[src/rtl/pc_pkg.sv]
// pc_pkg: shared definitions for the program-counter unit.
//   branch_mode_t : 3-bit branch-mode code carried on BRANCH
//   BR_*          : branch-mode encodings (BR_CLR doubles as the taken-counter clear code)
//   INSTR_BYTES   : byte size of one instruction word
package pc_pkg;

   typedef logic [2:0] branch_mode_t;

   localparam branch_mode_t BR_NONE = 3'b000;
   localparam branch_mode_t BR_EQ   = 3'b001;
   localparam branch_mode_t BR_NE   = 3'b010;
   localparam branch_mode_t BR_LT   = 3'b011;
   localparam branch_mode_t BR_GE   = 3'b100;
   localparam branch_mode_t BR_CLR  = 3'b111;

   localparam int unsigned INSTR_BYTES = 4;

endpackage

[src/rtl/return_stack.sv]
// return_stack: circular LIFO of return addresses.
//   clk_i, rst_ni  : clock, asynchronous active-low reset
//   push_i         : push push_data_i (ignored when pop_i is also high)
//   pop_i          : pop the top entry (no effect when empty)
//   top_o          : most recently pushed live entry
//   empty_o/full_o : 0 / RAS_DEPTH live entries
//   underflow_o    : pop requested while empty (combinational)
// A push while full overwrites the oldest entry; the count saturates.
module return_stack #(
   parameter int unsigned ADDR_W    = 32,
   parameter int unsigned RAS_DEPTH = 4
) (
   input  logic              clk_i,
   input  logic              rst_ni,
   input  logic              push_i,
   input  logic              pop_i,
   input  logic [ADDR_W-1:0] push_data_i,
   output logic [ADDR_W-1:0] top_o,
   output logic              empty_o,
   output logic              full_o,
   output logic              underflow_o
);

   localparam int unsigned PTR_W = $clog2(RAS_DEPTH);
   localparam int unsigned CNT_W = $clog2(RAS_DEPTH + 1);

   logic [ADDR_W-1:0] mem_q [RAS_DEPTH];
   logic [PTR_W-1:0]  ptr_q, ptr_d, ptr_prev;
   logic [CNT_W-1:0]  cnt_q, cnt_d;
   logic              do_pop, do_push;

   assign empty_o     = (cnt_q == '0);
   assign full_o      = (cnt_q == CNT_W'(RAS_DEPTH));
   // ptr_q is the next write slot, so the top lives one below it
   assign ptr_prev    = ptr_q - PTR_W'(1);
   assign top_o       = mem_q[ptr_prev];
   assign do_pop      = pop_i & ~empty_o;
   assign do_push     = push_i & ~pop_i;
   assign underflow_o = pop_i & empty_o & rst_ni;

   always_comb begin
      ptr_d = ptr_q;
      cnt_d = cnt_q;
      if (do_pop) begin
         ptr_d = ptr_prev;
         cnt_d = cnt_q - CNT_W'(1);
      end else if (do_push) begin
         ptr_d = ptr_q + PTR_W'(1);
         if (!full_o) cnt_d = cnt_q + CNT_W'(1);
      end
   end

   always_ff @(posedge clk_i or negedge rst_ni) begin
      if (!rst_ni) begin
         ptr_q <= '0;
         cnt_q <= '0;
      end else begin
         ptr_q <= ptr_d;
         cnt_q <= cnt_d;
      end
   end

   // Entry storage needs no reset: entries are only visible through cnt_q
   always_ff @(posedge clk_i) begin
      if (do_push && rst_ni) mem_q[ptr_q] <= push_data_i;
   end

endmodule

[src/rtl/pc_unit_ras.sv]
// pc_unit_ras: program counter with next-PC mux, conditional branches and a
// return-address stack for CALL/RET.
//   CLK, RESET      : clock, asynchronous active-low reset
//   STALL           : hold PC and stack this cycle
//   BRANCH_ADDRESS  : signed word offset; BRANCH: branch mode (pc_pkg)
//   JUMP/CALL/RET   : relative jump / relative call / return
//   ZERO, NEG       : ALU flags
//   PC_OUT          : registered PC; PC_NEXT: combinational next PC
//   RAS_EMPTY/FULL  : stack occupancy; RAS_UNDERFLOW: RET while empty
// Optional macro PC_TAKEN_CNT_EN adds TAKEN_CNT, a saturating 16-bit count of
// redirected (non-sequential) cycles; cleared by CALL+RET with BRANCH=111.
module pc_unit_ras
   import pc_pkg::*;
#(
   parameter int unsigned      ADDR_W       = 32,
   parameter int unsigned      OFFSET_W     = 8,
   parameter int unsigned      RAS_DEPTH    = 4,
   parameter logic [ADDR_W-1:0] RESET_VECTOR = '0
) (
   input  logic                CLK,
   input  logic                RESET,
   input  logic                STALL,
   input  logic [OFFSET_W-1:0] BRANCH_ADDRESS,
   input  logic [2:0]          BRANCH,
   input  logic                JUMP,
   input  logic                CALL,
   input  logic                RET,
   input  logic                ZERO,
   input  logic                NEG,
   output logic [ADDR_W-1:0]   PC_OUT,
   output logic [ADDR_W-1:0]   PC_NEXT,
   output logic                RAS_EMPTY,
   output logic                RAS_FULL,
   output logic                RAS_UNDERFLOW
`ifdef PC_TAKEN_CNT_EN
   ,output logic [15:0]        TAKEN_CNT
`endif
);

   localparam int unsigned PAD_W = ADDR_W - OFFSET_W;

   logic [ADDR_W-1:0] pc_q, seq_addr, tgt_addr, offset_bytes, ras_top;
   logic              branch_taken, ras_push, ras_pop;

   assign seq_addr     = pc_q + ADDR_W'(INSTR_BYTES);
   assign offset_bytes = {{PAD_W{BRANCH_ADDRESS[OFFSET_W-1]}}, BRANCH_ADDRESS}
                         << $clog2(INSTR_BYTES);
   assign tgt_addr     = seq_addr + offset_bytes;

   always_comb begin
      branch_taken = 1'b0;
      case (branch_mode_t'(BRANCH))
         BR_EQ:   branch_taken = ZERO;
         BR_NE:   branch_taken = ~ZERO;
         BR_LT:   branch_taken = NEG;
         BR_GE:   branch_taken = ~NEG;
         default: branch_taken = 1'b0;
      endcase
   end

   always_comb begin
      PC_NEXT = seq_addr;
      if (RET) begin
         if (!RAS_EMPTY) PC_NEXT = ras_top;
      end else if (CALL || JUMP || branch_taken) begin
         PC_NEXT = tgt_addr;
      end
   end

   // RET beats CALL: a simultaneous CALL neither pushes nor redirects
   assign ras_pop  = RET & ~STALL;
   assign ras_push = CALL & ~RET & ~STALL;

   return_stack #(
      .ADDR_W    (ADDR_W),
      .RAS_DEPTH (RAS_DEPTH)
   ) u_return_stack (
      .clk_i       (CLK),
      .rst_ni      (RESET),
      .push_i      (ras_push),
      .pop_i       (ras_pop),
      .push_data_i (seq_addr),
      .top_o       (ras_top),
      .empty_o     (RAS_EMPTY),
      .full_o      (RAS_FULL),
      .underflow_o (RAS_UNDERFLOW)
   );

   always_ff @(posedge CLK or negedge RESET) begin
      if (!RESET)      pc_q <= RESET_VECTOR;
      else if (!STALL) pc_q <= PC_NEXT;
   end

   assign PC_OUT = pc_q;

`ifdef PC_TAKEN_CNT_EN
   logic [15:0] taken_cnt_q;
   logic        taken_evt, taken_clr;

   assign taken_evt = ~STALL & ((PC_NEXT != seq_addr) | (RET & ~RAS_EMPTY));
   assign taken_clr = CALL & RET & (branch_mode_t'(BRANCH) == BR_CLR);

   always_ff @(posedge CLK or negedge RESET) begin
      if (!RESET)                                taken_cnt_q <= '0;
      else if (taken_clr)                        taken_cnt_q <= '0;
      else if (taken_evt && taken_cnt_q != '1)   taken_cnt_q <= taken_cnt_q + 16'd1;
   end

   assign TAKEN_CNT = taken_cnt_q;
`endif

endmodule

[config.mk]
export PLATFORM = sky130hd
export DESIGN_NAME = pc_unit_ras
export DESIGN_NICKNAME = d
export VERILOG_FILES = /design/src/rtl/pc_pkg.sv /design/src/rtl/return_stack.sv /design/src/rtl/pc_unit_ras.sv
export SDC_FILE = /design/constraint.sdc
export NUM_CORES = 1
export LEC_CHECK = 0
export BUFFER_PORTS_ARGS = -buffer_cell sky130_fd_sc_hd__buf_4
export CAP_MARGIN = 5
export CORE_ASPECT_RATIO = 1.1
export CORE_UTILIZATION = 50
export DETAILED_ROUTE_END_ITERATION = 10
export HOLD_SLACK_MARGIN = 0.05
export PLACE_DENSITY = 0.74
export SYNTH_ARGS = -nofsm -noshare
export SYNTH_HDL_FRONTEND = slang
export SYNTH_SLANG_ARGS = --single-unit
export TNS_END_PERCENT = 10
[constraint.sdc]
create_clock -name CLK -period 10.98 [get_ports CLK]
set_clock_uncertainty 0.15 [all_clocks]
set_input_delay 1.098 -clock CLK [delete_from_list [all_inputs] [get_ports CLK]]
set_output_delay 1.098 -clock CLK [all_outputs]
set_load 0.02 [all_outputs]
==> impl_summary.md <==
Worst setup path
The startpoint identified for the worst register-to-register timing path is PC_OUT[4]$_DFFE_PN0N_. The critical path launch point type is a flop. Data on the critical path is required at its endpoint by between 9 and 10 ns.

The worst reg-to-reg path cell count is 14. The critical path goes through nand3_1, nor2_1, nand3_1, or3_1, xnor2_1, ha_1, nand2_1, nor2_1, a221o_1, o2111ai_2, a2111oi_2, a211o_2, and3_1, o31ai_2, buf_4. The slowest stage of the critical path belongs to the cell xnor2_1. The kind of end point of the critical path is a primary output. Along the worst path, the maximum fanout reaches 8. The worst-case register-to-register setup slack is roughly 6.5 ns. For the worst setup path, the data arrival time is 4.77 ns. The endpoint identified for the worst register-to-register timing path is PC_OUT[30]$_DFFE_PN0N_. The peak per-stage delay on the critical path is about 0.52 ns. The worst setup path is of the reg -> out kind.

STA
Subtracting the final worst setup slack from the clock period gives about 6 ns. The measured slew at the worst slew-check pin is 1.12 ns. The portion of the clock cycle consumed by the worst path in the final layout is 0.548. The setup TNS is 0 ns. The number of hold violations in the final report is 0. Setup repair after global routing left no endpoint under its margin.

The highest clock rate is between 150 and 200 MHz. Setup violations remaining at the end of the flow were counted as 0. The headroom to the max-slew limit is 0.247.

The worst-case hold slack is about 0.35 ns. The final count of pins violating max slew is 0.

Detailed routing
The final wirelength is 25.6 mm. The first detailed-routing pass took 5 iterations. Once detail routing completed, the nets flagged for antenna violations numbered 0. In the routed layout, each cell is associated on average with a via count of approximately 6. The first-iteration detailed-routing DRC count is a little under 800.

The total via count in the routed design is 7,055. The average routed wire per standard cell is ~22 microns. In the routed design, unresolved DRC markers number 0.

GRT
The number of global-route vias before repair is between 6,000 and 7,000. The first global-routing pass estimated 39.6 mm of wire. Entering global routing, the biggest net connects between 40 and 50 pins. The number of antenna violations at the first check in global routing was 0. The total overflow left after global routing is 0. The aggregate global-route resource usage is 0.273.

Clock tree
The clock transition time at the flip-flop clock pins of the worst setup and hold paths is 0.07 ns. In this run the number of H-tree levels came out at 4. Buffers inserted to repair hold after CTS numbered 0. The clock tree root driver cell is clkbuf_16. The clock insertion delay at the later pin of the skew report is roughly 0.43 ns.

TritonCTS built the clock tree. The number of buffers between clock root and the deepest sink is 2. The number of buffers inserted by post-CTS setup repair is 0. The CTS sink count is between 150 and 200. The number of buffers created by CTS is 17.

The post-cts sizing count is 0.

Logic synthesis
The number of different library cells used by synthesis comes to 74. The sequential cell area fraction in the yosys report is 0.500. By area the synthesized netlist is led by edfxtp_1, dfrtp_1, mux4_2. The synthesized instance count is slightly above 800. Summed over all instances, the cell type with the most area after synthesis is edfxtp_1. The number of warnings reported in the yosys synthesis log is 0. The top-area cell type share of the netlist area is 0.403. The number of enable flip-flop cells after synthesis is around 130. The flop and latch count out of synthesis is around 170. The post-synthesis async set-or-reset flop share is 0.224. The netlist area before placement is around 9500 sq um.

The post-synthesis average cell area is 11.6 sq um. The commonest register cell after synthesis is edfxtp_1. When the netlist entered floorplanning its net count stood at slightly below 900.

Die
The number of top-level pins is between 80 and 90. The effective utilization at floorplan is 0.514. The initialized floorplan defines 52 standard-cell rows. The area enclosed by the die boundary is about 20,000 sq um. The placeable core region is 18,500 sq um. The die height is roughly 150 microns. From left edge to right edge, the die measures about 130 microns.

Worst hold path
For hold timing, the worst endpoint is u_return_stack.cnt_q[2]$_DFFE_PN0P_. Along the worst hold path, the cell count comes to 1. The class of the most critical hold timing path is reg -> reg. In this run the most critical hold path is launched from u_return_stack.cnt_q[2]$_DFFE_PN0P_.

Power
Internal power comes to 2.02 mW. The sequential group share of total power is 0.266. The switching share of power is 0.438. Of the total power, combinational logic draws 0.556. Total power for the finished layout comes to around 3.6 mW. The share of total power dissipated in the clock network is 0.177.

For this design the static power due to leakage is between 4 and 5 nW. Dividing total power by cell area gives a power density of approximately 330 nW/um^2. In this run the power spent charging and discharging nets is 1.57 mW.

VDD sags by at most about 0.19 mV.

Layout
The ratio of cells with drive above 1 in the final layout is 0.226. The most common cell after layout, fill and taps aside is edfxtp_1. The final layout contains around 950 nets. In the layout the commonest cells are edfxtp_1, nand2_1, buf_4. The area growth from synthesis to layout is 15.2%. The number of diodes added for antenna fixing is 0.

Placed design
The final RePlAce weighted congestion is roughly 0.93. Port buffering added 85 buffers. The half-perimeter wire length after placement is 17.1 mm.

Outcome
The flow ran to the end, and the final reports show no timing, DRC or antenna violations.

Flow run
The number of max-cap violations is 0.
Yosys cell counts, types with 8 or more instances:
cell      number
a211oi_1      14
a21o_1        19
a21oi_1       43
a31oi_1        9
and3_1        23
clkbuf_1      19
dfrtp_1       37
edfxtp_1     128
ha_1          40
inv_1         28
mux2_2        22
mux2i_1       12
mux4_2        32
nand2_1       99
nand3_1       20
nor2_1        55
nor3_1        11
o21ai_0       29
o31ai_1        8
xnor2_1       26
xor2_1        18
kinds of logic (layout without fill, tap and decap cells):
logic type / Yosys count / after routing / share of synthesized area
adder cells (fa/ha/maj): 42 / 42 / 0.0567
XOR/XNOR: 45 / 45 / 0.0421
AO/OA/AOI/OAI: 177 / 177 / 0.126
flip-flops: 165 / 165 / 0.500
AND/OR/NAND/NOR: 258 / 258 / 0.130
multiplexers: 66 / 66 / 0.114
buffers and inverters: 66 / 153 / 0.0304
area by class of cell:
type | count | area [sq um]
inverter | 29 | 109
clock inverter | 11 | 135
sequential | 165 | 4770
timing repair buffer | 92 | 691
fill | 1517 | 7550
tap | 243 | 304
clock buffer | 21 | 493
multi-input combinational | 588 | 4490
critical path: cells and delay by family (launching register included):
| family | cells | cell delay, ns |
|---|---|---|
| compound gates | 5 | 1.31 |
| xor+xnor | 1 | 0.52 |
| fa+ha+maj | 1 | 0.38 |
| buf+inv | 1 | 0.18 |
| flops | 1 | 0.44 |
| simple gates | 7 | 1.50 |
sequential cells by signal (all words and copies together), names as in the netlist:
signal / count
u_return_stack.mem_q: 128
PC_OUT: 32
u_return_stack.cnt_q: 3
u_return_stack.ptr_q: 2
stage by stage:
step	worst slack, ns	util	area, sq um	cells
floorplan	5.90	-	9540	819
global placement	5.60	0.559	10400	1117
detailed placement	5.48	0.559	10400	1117
CTS	5.00	0.593	11000	1149
global route	4.46	0.593	11000	1149
finish	4.96	0.593	11000	1149
power by group through the flow:
stage	registers [mW]	logic, mW	clock network, mW
global route	0.967	2.16	0.663
detailed placement	0.966	1.96	0
floorplan	1.00	1.30	0
global placement	0.960	1.95	0
CTS	0.953	1.98	0.640
finish	0.955	2.00	0.636
metal layers:
| metal | track usage | wire (microns) | up-vias |
|---|---|---|---|
| met5 | 0 | 0 | - |
| met1 | 0.371 | 10800 | 3461 |
| met3 | 0.0562 | 1940 | 53 |
| li1 | - | - | 3246 |
| met4 | 0.103 | 800 | 0 |
| met2 | 0.431 | 12100 | 295 |
worst max-delay path by stage:
stage | start | end | cells after the start
5_1_grt | PC_OUT[4]$_DFFE_PN0N_ | PC_NEXT[31] | 16
4_1_cts | PC_OUT[4]$_DFFE_PN0N_ | PC_NEXT[31] | 16
3_3_place_gp | PC_OUT[4]$_DFFE_PN0N_ | PC_NEXT[31] | 16
3_5_place_dp | PC_OUT[4]$_DFFE_PN0N_ | PC_NEXT[31] | 16
6_report | PC_OUT[4]$_DFFE_PN0N_ | PC_NEXT[31] | 15
2_1_floorplan | PC_OUT[4]$_DFFE_PN0N_ | PC_NEXT[31] | 14
No activity file was read; power rests on OpenSTA's default activity.
